### config.mk
export PLATFORM = sky130hd
export DESIGN_NAME = xor_eq_pipe_pwr
export DESIGN_NICKNAME = d
export VERILOG_FILES = /design/src/rtl/xor_eq_pipe_pwr.sv
export SDC_FILE = /design/constraint.sdc
export NUM_CORES = 1
export LEC_CHECK = 0
export BUFFER_PORTS_ARGS = -buffer_cell sky130_fd_sc_hd__buf_2
export CAP_MARGIN = 20
export CORE_ASPECT_RATIO = 1.5
export CORE_MARGIN = 10
export CORE_UTILIZATION = 40
export CTS_CLUSTER_DIAMETER = 200
export DETAILED_ROUTE_END_ITERATION = 10
export MAX_ROUTING_LAYER = met4
export PLACE_DENSITY = 0.66
export SLEW_MARGIN = 20
export SYNTH_ARGS = -nofsm -noshare
export SYNTH_HDL_FRONTEND = slang
export SYNTH_SLANG_ARGS = --single-unit
### constraint.sdc
create_clock -name clk -period 7.4 [get_ports clk]
set_input_delay 0.74 -clock clk [delete_from_list [all_inputs] [get_ports clk]]
set_output_delay 0.74 -clock clk [all_outputs]
set_load 0.01 [all_outputs]
### src/rtl/xor_eq_pipe_pwr.sv
// Purpose : WIDTH-lane pipelined y = (a ^ b) & ~(~a & ~(c ^ d)) with a saturating
//           out_y toggle counter used as a switching-activity probe.
// Latency : STAGES cycles from input transfer to out_valid; 1 result/cycle sustained.
// Backpr. : in_ready is combinational from out_ready through the stage chain (no skid
//           buffer); a stalled stage holds its contents, so out_y is stable under stall.
// Ports   : clk, rst (sync, active-high); in_valid/in_ready/in_a..in_d operand side;
//           out_valid/out_ready/out_y result side; clr_cnt clears toggle_cnt.
module xor_eq_pipe_pwr #(
    parameter int WIDTH  = 8,
    parameter int STAGES = 2,
    parameter int CNT_W  = 16
) (
    input  logic             clk,
    input  logic             rst,
    input  logic             in_valid,
    output logic             in_ready,
    input  logic [WIDTH-1:0] in_a,
    input  logic [WIDTH-1:0] in_b,
    input  logic [WIDTH-1:0] in_c,
    input  logic [WIDTH-1:0] in_d,
    output logic             out_valid,
    input  logic             out_ready,
    output logic [WIDTH-1:0] out_y,
    input  logic             clr_cnt,
    output logic [CNT_W-1:0] toggle_cnt
);

    // Popcount width, and a sum width wide enough that base + pop cannot wrap
    // even when WIDTH exceeds the counter range.
    localparam int PW = $clog2(WIDTH + 1);
    localparam int SW = (PW + 1 > CNT_W + 1) ? PW + 1 : CNT_W + 1;

    logic [WIDTH-1:0]  f_y;
    logic [STAGES-1:0] v;
    logic [STAGES-1:0] adv;
    logic [WIDTH-1:0]  d [STAGES];

    assign f_y = (in_a ^ in_b) & ~(~in_a & ~(in_c ^ in_d));

    // Advance chain runs backwards from the sink: a stage may load when the
    // stage after it is empty or is itself moving on this cycle.
    always_comb begin
        adv = '0;
        adv[STAGES-1] = out_ready | ~v[STAGES-1];
        for (int k = STAGES - 2; k >= 0; k--) begin
            adv[k] = ~v[k+1] | adv[k+1];
        end
    end

    assign in_ready = ~v[0] | adv[0];

    always_ff @(posedge clk) begin
        if (rst) begin
            v <= '0;
            for (int k = 0; k < STAGES; k++) begin
                d[k] <= '0;
            end
        end else begin
            if (adv[0]) begin
                v[0] <= in_valid;
                d[0] <= f_y;
            end
            for (int k = 1; k < STAGES; k++) begin
                if (adv[k]) begin
                    v[k] <= v[k-1];
                    d[k] <= d[k-1];
                end
            end
        end
    end

    assign out_valid = v[STAGES-1];
    assign out_y     = d[STAGES-1];

    // Toggle probe: counts bit flips between consecutive accepted results.
    logic             xfer;
    logic [WIDTH-1:0] last;
    logic [PW-1:0]    pop;
    logic [CNT_W-1:0] base;
    logic [SW-1:0]    sum;
    logic             sat;

    assign xfer = out_valid & out_ready;

    always_comb begin
        pop = '0;
        for (int i = 0; i < WIDTH; i++) begin
            pop = pop + PW'(out_y[i] ^ last[i]);
        end
    end

    // A clear coinciding with a transfer restarts the count from this pop.
    assign base = clr_cnt ? '0 : toggle_cnt;
    assign sum  = SW'(base) + SW'(pop);
    assign sat  = |sum[SW-1:CNT_W];

    always_ff @(posedge clk) begin
        if (rst) begin
            toggle_cnt <= '0;
            last       <= '0;
        end else if (xfer) begin
            toggle_cnt <= sat ? '1 : sum[CNT_W-1:0];
            last       <= out_y;
        end else if (clr_cnt) begin
            toggle_cnt <= '0;
        end
    end

endmodule

==> impl_metrics.tcl, run 1 <==
set metrics [dict create \
    run_status "complete, no violations" \
    portBuffers 62 \
    yosysSeqAreaShare 0.4202 \
    synthArstFlopShare 0 \
    die_width_um 83.01 \
    powerDensity_nw_per_um2 178.7 \
    tightest_slew_ns 0.7404 \
    highest-signal-layer "met4" \
    startpoint_type "primary input" \
    hold_viol_final 0 \
    drv_slew 0 \
    critical_path.top_delay_family "adder cells" \
    p_leak_uw 0.001264 \
    syn_area_per_cell_sq_um 9.567 \
    dr.pass1.iters 4 \
    dp_hpwl_um 4121 \
    wl_met2_um 2649 \
    cp_common_cell "fa_1" \
    drt_wl_total_um 5238 \
    grt_pass1_vias 2021 \
    slowest_stage "fa_1" \
    grt_max_degree 32 \
    fp.coreArea_sq_um 5786 \
    grt_pass1_wl_um 8935 \
    crit_arrival_ns 4.40 \
    critPathMaxStageDelay_ns 0.57 \
    end_kind "flop" \
    wl_per_cell_um 13.93 \
    hold_ws_ns 0.4705 \
    cts_resized 0 \
    crit_required_ns 7.63 \
    clk_pin_slew_ns 0.08 \
    drc 0 \
    clock_latency_ns 0.30 \
    die_area_sq_um 9506 \
    globalRoute.totalOverflow 0 \
    cp_num_buf_inv 3 \
    synthFlopType "dfxtp_1" \
    crit_fanout 18 \
    synthTopCellsByCount "28 x nor2_1, 27 x nand2_1, 26 x dfxtp_1" \
    die_h_um 114.5 \
    ctsHoldBuffers 0 \
    synth.top_cells.by_area "dfxtp_1 22%, edfxtp_1 20%, xnor2_1 6.6%, nor2_1 4.4%, nand2_1 4.3%" \
    fmax_ghz 0.2397 \
    wl_met1_um 2319 \
    clock-sinks 42 \
    fin_tns_setup_ns 0 \
    vias 1887 \
    htree_levels 2 \
    syn_area_sq_um 2382 \
    gp_congestion 0.8290 \
    insertedDiodeCount 0 \
    area_growth_pct 17.75 \
    drt-vias-per-instance 5.019 \
    syn_inst 249 \
    drive_gt1_frac 0.2434 \
    synthMostInstantiatedCell "nor2_1" \
    io_pins 63 \
    fin_crit_ns 4.172 \
    synth_top_area_share 0.2185 \
    clockRootBuffer "clkbuf_8" \
    track_usage 0.1145 \
    antenna_found_initial 0 \
    synth_top_area_cell "dfxtp_1" \
    cts_tree "done" \
    cap_viol_max_count 0 \
    yosysWarnings 0 \
    dr_wl_met3_um 187 \
    peakVddDrop_mv 0.1050 \
    numCtsBuffers 5 \
    yosys_register_bits 42 \
    drtIter0Drc 129 \
    post_cts_buffers 0 \
    setup_viol 0 \
    rows 34 \
    fin_nets 351 \
    syn-num-nets 297 \
    rsz0062_at_grt "false" \
    crit_type "in -> reg" \
    start_util 0.4118 \
    post-route-period-util 0.5638 \
    skew_ns 0.002886 \
    final_antenna_net_count 0 \
    hold_class "reg -> reg" \
    ys_types 43 \
    slew_headroom 0.5061 \
    synth_edf_count 16 \
    crit_chain "buf_2 > nor2b_1 > fa_1 > fa_1 > inv_1 > fa_1 > fa_1 > inv_1 > fa_1 > a31oi_4 > nor2_4 > a311o_1 > a21oi_1" \
    cts_buffer_depth 2 \
]
## final cells by class
type,instances,area (sq um)
Timing Repair Buffer,62,310.3
Multi-Input combinational cell,185,1267
Clock inverter,2,37.54
Tap cell,72,90.09
Fill cell,592,2980
Clock buffer,6,72.57
Sequential cell,42,1001
Inverter,7,26.28
## state kept, by name (all words and copies together), names as in the netlist
signal      cells
d              16
toggle_cnt     16
last            8
v               2
## worst min-delay path, cell delays in order, from the launching register on
cell	delay, ns
dfxtp_1	0.33
nand2_1	0.05
a21oi_1	0.05
## cell usage in the layout (no fill, tap or decap), types with 5 or more instances in the layout
cell type  netlist  final
fa_1             5      5
xnor2_1         18     18
dfxtp_1         26     26
xor2_1           5      5
and2_1           8      8
nor2b_1          9      9
edfxtp_1        16     16
buf_2            1     62
mux2i_1         10     10
nor3_1           6      6
inv_1            7      7
nand2_1         27     27
a211oi_1         5      5
clkbuf_8         0      5
a21oi_1         15     15
nor2_1          28     28
ha_1             6      6
a31oi_1          5      5
## through the flow
stage / std cells / instance area, sq um / utilization / setup WS [ns] / total power (uW)
global route: 376 / 2805 / 0.4849 / 3.024 / 524.7
floorplan: 249 / 2382 / - / 3.204 / 301.7
CTS: 376 / 2805 / 0.4849 / 3.222 / 506.6
finish: 376 / 2805 / 0.4849 / 3.228 / 501.4
global placement: 368 / 2695 / 0.4658 / 2.976 / 320.3
detailed placement: 368 / 2695 / 0.4658 / 2.933 / 322.2
## per-layer routing
metal  up-vias  track usage
met5         -            -
met1       875       0.1212
met3         5      0.02422
li1        956            -
met4         0      0.05695
met2        51       0.1978
## final timing paths
kind                            startpoint             end  slack (ns)  depth (start not counted)
worst min register to register     last[0]         last[0]        0.47                          2
worst min-delay path               last[0]         last[0]        0.47                          2
worst max register to register     d[0][8]  toggle_cnt[10]        3.48                         12
worst max-delay path               clr_cnt  toggle_cnt[10]        3.23                         13
## power breakdown
group	internal, uW	switching, uW
logic	29.4	33.5
registers	248	4.66
clock network	101	84.7
## cells by family (layout without fill, tap and decap cells)
group	after synthesis	in the layout	synth area share
and+or+nand+nor	105	105	0.2290
DFF	42	42	0.4202
AOI/OAI and AO/OA	36	36	0.1029
xor gates and xnor gates	23	23	0.08456
buffers and inverters	22	77	0.04779
adders and majority gates	11	11	0.07353
muxes	10	10	0.04202
Power figures use the tool's default switching activity.
==> inputs of run 2 (changes only) <==
--- a/config.mk
+++ b/config.mk
@@ -5,6 +5,7 @@
 export SDC_FILE = /design/constraint.sdc
 export NUM_CORES = 1
 export LEC_CHECK = 0
+export ABC_AREA = 1
 export BUFFER_PORTS_ARGS = -buffer_cell sky130_fd_sc_hd__buf_2
 export CAP_MARGIN = 20
 export CORE_ASPECT_RATIO = 1.5
==> constraint.sdc (replaced) <==
create_clock -name clk -period 4.4 [get_ports clk]
set_input_delay 0.44 -clock clk [delete_from_list [all_inputs] [get_ports clk]]
set_output_delay 0.44 -clock clk [all_outputs]
set_load 0.01 [all_outputs]
==> impl_metrics.tcl, run 2 <==
set metrics [dict create \
    drive_gt1_frac 0.2667 \
    insertedDiodeCount 0 \
    power_frac_seq 0.493 \
    startpoint_type "flop" \
    ys_types 32 \
    power_frac_clock 0.351 \
    tightest_slew_ns 0.7332 \
    drt-vias-per-instance 4.892 \
    final_antenna_net_count 0 \
    reg_top3 "d (16), toggle_cnt (16), last (8)" \
    synth.top_cells.by_area "dfxtp_1 20%, edfxtp_1 19%, nor2_1 6.4%, inv_1 6.0%, nand2_1 5.5%" \
    hold_viol_final 0 \
    fp.coreArea_sq_um 6218 \
    combinationalPowerShare 0.157 \
    final_area_sq_um 2987 \
    multi_input_area_sq_um 1287 \
    clk_pin_slew_ns 0.09 \
    critPathMaxStageDelay_ns 0.55 \
    vias 2123 \
    fin_crit_ns 4.044 \
    drtIter0Drc 85 \
    final_common_cell "buf_2" \
    syn_area_per_cell_sq_um 8.447 \
    reg2reg_depth 14 \
    hold_class "in -> reg" \
    synth_compound_area_frac 0.08694 \
    synthFlopType "dfxtp_1" \
    hold_ws_ns 0.3385 \
    grt_pass1_wl_um 10180 \
    p_switching_uw 226.8 \
    crit_chain "xor2_1 > fa_1 > fa_1 > inv_1 > fa_1 > fa_1 > inv_1 > fa_1 > nand3_1 > nand3_1 > nand2_1 > nor3_2 > and3_1 > nor2_1" \
    io_pins 63 \
    synth_edf_count 16 \
    syn_inst 305 \
    grt_pass1_vias 2302 \
    dr.pass1.iters 4 \
    rows 35 \
    antenna_found_initial 0 \
    die_area_sq_um 10120 \
    fmax_ghz 0.2473 \
    crit_type "reg -> reg" \
    clock_latency_ns 0.30 \
    drc 0 \
    crit_fanout 4 \
    clockRootBuffer "clkbuf_8" \
    syn_area_sq_um 2576 \
    track_usage 0.1228 \
    yosys-mux-area-fraction 0 \
    run_status "complete, no violations" \
    clock-sinks 42 \
    synthTopCellsByCount "44 x nor2_1, 41 x inv_1, 38 x nand2_1" \
    end_kind "flop" \
    synth_xor_area_frac 0.07819 \
    synth_top_area_share 0.2020 \
    hold_depth 3 \
    ctsHoldBuffers 0 \
    cp_num_buf_inv 2 \
    r2r_end "toggle_cnt[14]" \
    final_cell_mix "62 x buf_2, 44 x nor2_1, 41 x inv_1, 38 x nand2_1, 26 x dfxtp_1" \
    drt_wl_total_um 5860 \
    fill_cells 610 \
    postPlaceCellArea_sq_um 2877 \
    critical_path.top_delay_family "adder cells" \
    die_h_um 118.3 \
    cts_buffer_depth 2 \
    yosysWarnings 0 \
    numCtsBuffers 5 \
    cp_common_cell "fa_1" \
    post-route-period-util 0.9192 \
    synth_top_area_cell "dfxtp_1" \
    powerDensity_nw_per_um2 294.0 \
    grt_max_degree 24 \
    syn-num-nets 353 \
    synth-adder-area-share 0.06799 \
    rsz0062_at_grt "false" \
    p_int_uw 651.1 \
    synth_top_family_by_area "simple AND/OR/NAND/NOR gates" \
    p_leak_uw 0.001445 \
    yosysSeqAreaShare 0.3885 \
    setup_viol 0 \
    seq_area_sq_um 1001 \
    synthMostInstantiatedCell "nor2_1" \
    htree_levels 2 \
    yosys_register_bits 42 \
    reg2reg_from "d[0][8]" \
    wl_per_cell_um 13.50 \
    start_util 0.4143 \
    min_from "in_valid" \
    area_growth_pct 15.93 \
    worstHoldEndpoint "v[0]" \
    cp.depth 14 \
    cap_viol_max_count 0 \
    fin_tns_setup_ns 0 \
    cts_resized 0 \
    dp_hpwl_um 4709 \
    drv_slew 0 \
    gp_congestion 0.8492 \
    synthArstFlopShare 0 \
    cts_tree "done" \
    slew_headroom 0.5106 \
    skew_ns 0.01076 \
    fin_nets 407 \
    die_width_um 85.53 \
    crit_arrival_ns 4.25 \
    swShare 0.2583 \
    rrSetupSlack_ns 0.36 \
    startpoint "d[0][8]" \
    portBuffers 62 \
    post_cts_buffers 0 \
    slowest_stage "fa_1" \
    globalRoute.totalOverflow 0 \
    crit_required_ns 4.60 \
    peakVddDrop_mv 0.1773 \
    post-route-util 0.4803 \
    yosys.area_share.simple 0.2666 \
]
[run 2: changes by cell type after synthesis, moves of 8 or more]
cell	before	now
nor2b_1	9	0
and2_1	8	0
nand2_1	27	38
xor2_1	5	15
nand3_1	1	16
mux2i_1	10	0
inv_1	7	41
o21ai_0	2	13
xnor2_1	18	8
nor2_1	28	44
[run 2: per-stage QoR]
stage | setup WS, ns | cells | power [uW]
after floorplan | 0.5275 | 305 | 537.3
after global placement | 0.3325 | 426 | 575.7
after detailed placement | 0.1924 | 426 | 581.8
after CTS | 0.3224 | 434 | 889.1
after global routing | 0.04911 | 434 | 920.0
final | 0.3557 | 434 | 877.9
[run 2: layout make-up]
type,count,share of cell area
Multi-Input combinational cell,203,0.4311
Clock buffer,6,0.02430
Tap cell,74,0.03100
Inverter,44,0.05949
Sequential cell,42,0.3351
Clock inverter,2,0.01257
Timing Repair Buffer,63,0.1064
[run 2: power groups by stage]
stage / logic, uW / clock network, uW / registers, uW
2_1_floorplan: 97.1 / 0 / 440
3_3_place_gp: 135 / 0 / 441
3_5_place_dp: 140 / 0 / 442
4_1_cts: 141 / 315 / 433
5_1_grt: 160 / 325 / 435
6_report: 138 / 308 / 432
[run 2: worst reg2reg max path: cells and delay by family, from the launching register on]
kind / cells / cell delay, ns
adders and majority gates: 5 / 2.21
and+or+nand+nor: 6 / 0.90
DFF: 1 / 0.42
xor gates and xnor gates: 1 / 0.27
buffers and inverters: 2 / 0.16
[run 2: worst max-delay path by stage]
stage	to	slack, ns
after floorplan	toggle_cnt[14]	0.53
after global placement	toggle_cnt[14]	0.33
after detailed placement	toggle_cnt[14]	0.19
after CTS	toggle_cnt[14]	0.32
after global routing	toggle_cnt[12]	0.05
final	toggle_cnt[14]	0.36
[run 2: routing by layer]
layer / wire [um] / track usage / up-vias / part of all wire
met5: 0 / - / - / 0
met4: 157 / 0.04959 / 0 / 0.027
met3: 287 / 0.03162 / 14 / 0.049
met2: 2953 / 0.2069 / 73 / 0.50
met1: 2462 / 0.1325 / 950 / 0.42
li1: - / - / 1086 / -
[run 2: cell families (layout without fill, tap and decap cells)]
group | after synthesis | in the layout
compound gates | 40 | 40
xor+xnor | 23 | 23
fa+ha+maj | 11 | 11
buf+inv | 60 | 115
flops | 42 | 42
simple gates | 129 | 129
==> inputs of run 3 (changes only) <==
--- a/config.mk
+++ b/config.mk
@@ -8,13 +8,16 @@
 export ABC_AREA = 1
 export BUFFER_PORTS_ARGS = -buffer_cell sky130_fd_sc_hd__buf_2
 export CAP_MARGIN = 20
+export CELL_PAD_IN_SITES_DETAIL_PLACEMENT = 2
+export CELL_PAD_IN_SITES_GLOBAL_PLACEMENT = 2
 export CORE_ASPECT_RATIO = 1.5
 export CORE_MARGIN = 10
-export CORE_UTILIZATION = 40
+export CORE_UTILIZATION = 32
+export CTS_BUF_LIST = sky130_fd_sc_hd__clkbuf_8
 export CTS_CLUSTER_DIAMETER = 200
 export DETAILED_ROUTE_END_ITERATION = 10
 export MAX_ROUTING_LAYER = met4
-export PLACE_DENSITY = 0.66
+export PLACE_DENSITY = 0.85
 export SLEW_MARGIN = 20
 export SYNTH_ARGS = -nofsm -noshare
 export SYNTH_HDL_FRONTEND = slang
==> impl_metrics.tcl, run 3 (same netlist as run 2, synthesis figures left out) <==
set metrics [dict create \
    die_area_sq_um 12110 \
    hold_depth 3 \
    p_leak_uw 0.001449 \
    globalRoute.totalOverflow 0 \
    final_common_cell "buf_2" \
    reg2reg_from "d[0][8]" \
    fp.coreArea_sq_um 7958 \
    rsz0062_at_grt "false" \
    critical_path.top_delay_family "adder cells" \
    r2r_end "toggle_cnt[14]" \
    clockRootBuffer "clkbuf_8" \
    drtIter0Drc 61 \
    die_width_um 93.26 \
    critPathMaxStageDelay_ns 0.55 \
    final_antenna_net_count 0 \
    fill_cells 952 \
    crit_type "reg -> reg" \
    numCtsBuffers 5 \
    skew_ns 0.008276 \
    min_from "in_valid" \
    drt-vias-per-instance 4.815 \
    total_power_uw 860.7 \
    cp_num_buf_inv 2 \
    slew_headroom 0.4751 \
    post_cts_buffers 0 \
    start_util 0.3237 \
    setup_viol 0 \
    io_pins 63 \
    rows 40 \
    drive_gt1_frac 0.2715 \
    drv_slew 0 \
    seq_area_sq_um 1001 \
    cap_viol_max_count 0 \
    grt_max_degree 24 \
    fmax_ghz 0.2418 \
    drt_wl_total_um 7575 \
    area_growth_pct 17.24 \
    hold_class "in -> reg" \
    wl_per_cell_um 16.26 \
    final_cell_mix "62 x buf_2, 44 x nor2_1, 41 x inv_1, 38 x nand2_1, 26 x dfxtp_1" \
    post-route-period-util 0.9401 \
    cp-endpoint "toggle_cnt[14]" \
    cts_tree "done" \
    fin_crit_ns 4.136 \
    crit_required_ns 4.62 \
    multi_input_area_sq_um 1287 \
    portBuffers 62 \
    dr.pass1.iters 4 \
    reg_top3 "d (16), toggle_cnt (16), last (8)" \
    cts_resized 0 \
    htree_levels 2 \
    dp_hpwl_um 6101 \
    cp.depth 14 \
    crit_arrival_ns 4.36 \
    vias 2244 \
    insertedDiodeCount 0 \
    grt_pass1_wl_um 12680 \
    antenna_found_initial 0 \
    end_kind "flop" \
    run_status "complete, no violations" \
    startpoint_type "flop" \
    hold_viol_final 0 \
    cts_buffer_depth 2 \
    cp_common_cell "fa_1" \
    peakVddDrop_mv 0.2769 \
    startpoint "d[0][8]" \
    clk_pin_slew_ns 0.10 \
    clock_latency_ns 0.32 \
    grt_pass1_vias 2661 \
    gp_congestion 0.7753 \
    crit_fanout 4 \
    slowest_stage "fa_1" \
    clock-sinks 42 \
    rrSetupSlack_ns 0.26 \
    fin_tns_setup_ns 0 \
    drc 0 \
    tightest_slew_ns 0.7865 \
    track_usage 0.1350 \
    crit_chain "xor2_1 > fa_1 > fa_1 > inv_1 > fa_1 > fa_1 > inv_1 > fa_1 > nand3_1 > nand3_1 > nand2_1 > nor3_2 > and3_1 > nor2_1" \
    die_h_um 129.9 \
    ctsHoldBuffers 0 \
    reg2reg_depth 14 \
    fin_nets 408 \
    powerDensity_nw_per_um2 285.0 \
]
run 3: where the power goes:
part	internal [uW]	leakage (uW)	total [uW]	switching (uW)
logic	59.5	0.00100	142	82.0
registers	422	0.000398	433	10.4
clock network	119	0.0000506	286	168
total	601	0.00145	861	260
run 3: worst reg2reg max path: cells and delay by family (launching register included):
family,cells,cell delay (ns)
flops,1,0.43
buf+inv,2,0.16
fa+ha+maj,5,2.21
xor+xnor,1,0.23
simple gates,6,0.99
run 3: final cells by class:
class                      count  area share
multi-input combinational    203      0.4263
sequential                    42      0.3314
timing repair buffer          64      0.1077
inverter                      44     0.05882
tap                          105     0.04350
clock buffer                   5     0.02278
clock inverter                 3    0.009528
run 3: worst min path at each step:
stage	to	slack (ns)
3_5_place_dp	v[1]	0.46
6_report	v[0]	0.32
3_3_place_gp	v[1]	0.44
2_1_floorplan	v[1]	0.43
4_1_cts	v[0]	0.31
5_1_grt	v[0]	0.34
run 3: through the flow:
step,cell area [sq um],instances,util,setup slack (ns),hold slack (ns)
floorplan,2576,305,-,0.5275,0.4275
global placement,2923,458,0.3673,0.2866,0.4381
detailed placement,2923,458,0.3673,0.1504,0.4586
CTS,3020,466,0.3796,0.2232,0.3113
global route,3020,466,0.3796,0.02379,0.3372
finish,3020,466,0.3796,0.2636,0.3196
run 3: layer usage:
| layer | vias to the layer above | GRT usage | routed length, um |
|---|---|---|---|
| li1 | 1084 | - | - |
| met1 | 1085 | 0.1277 | 2879 |
| met2 | 65 | 0.2477 | 4087 |
| met3 | 10 | 0.04428 | 487 |
| met4 | 0 | 0.04827 | 121 |
| met5 | - | - | 0 |
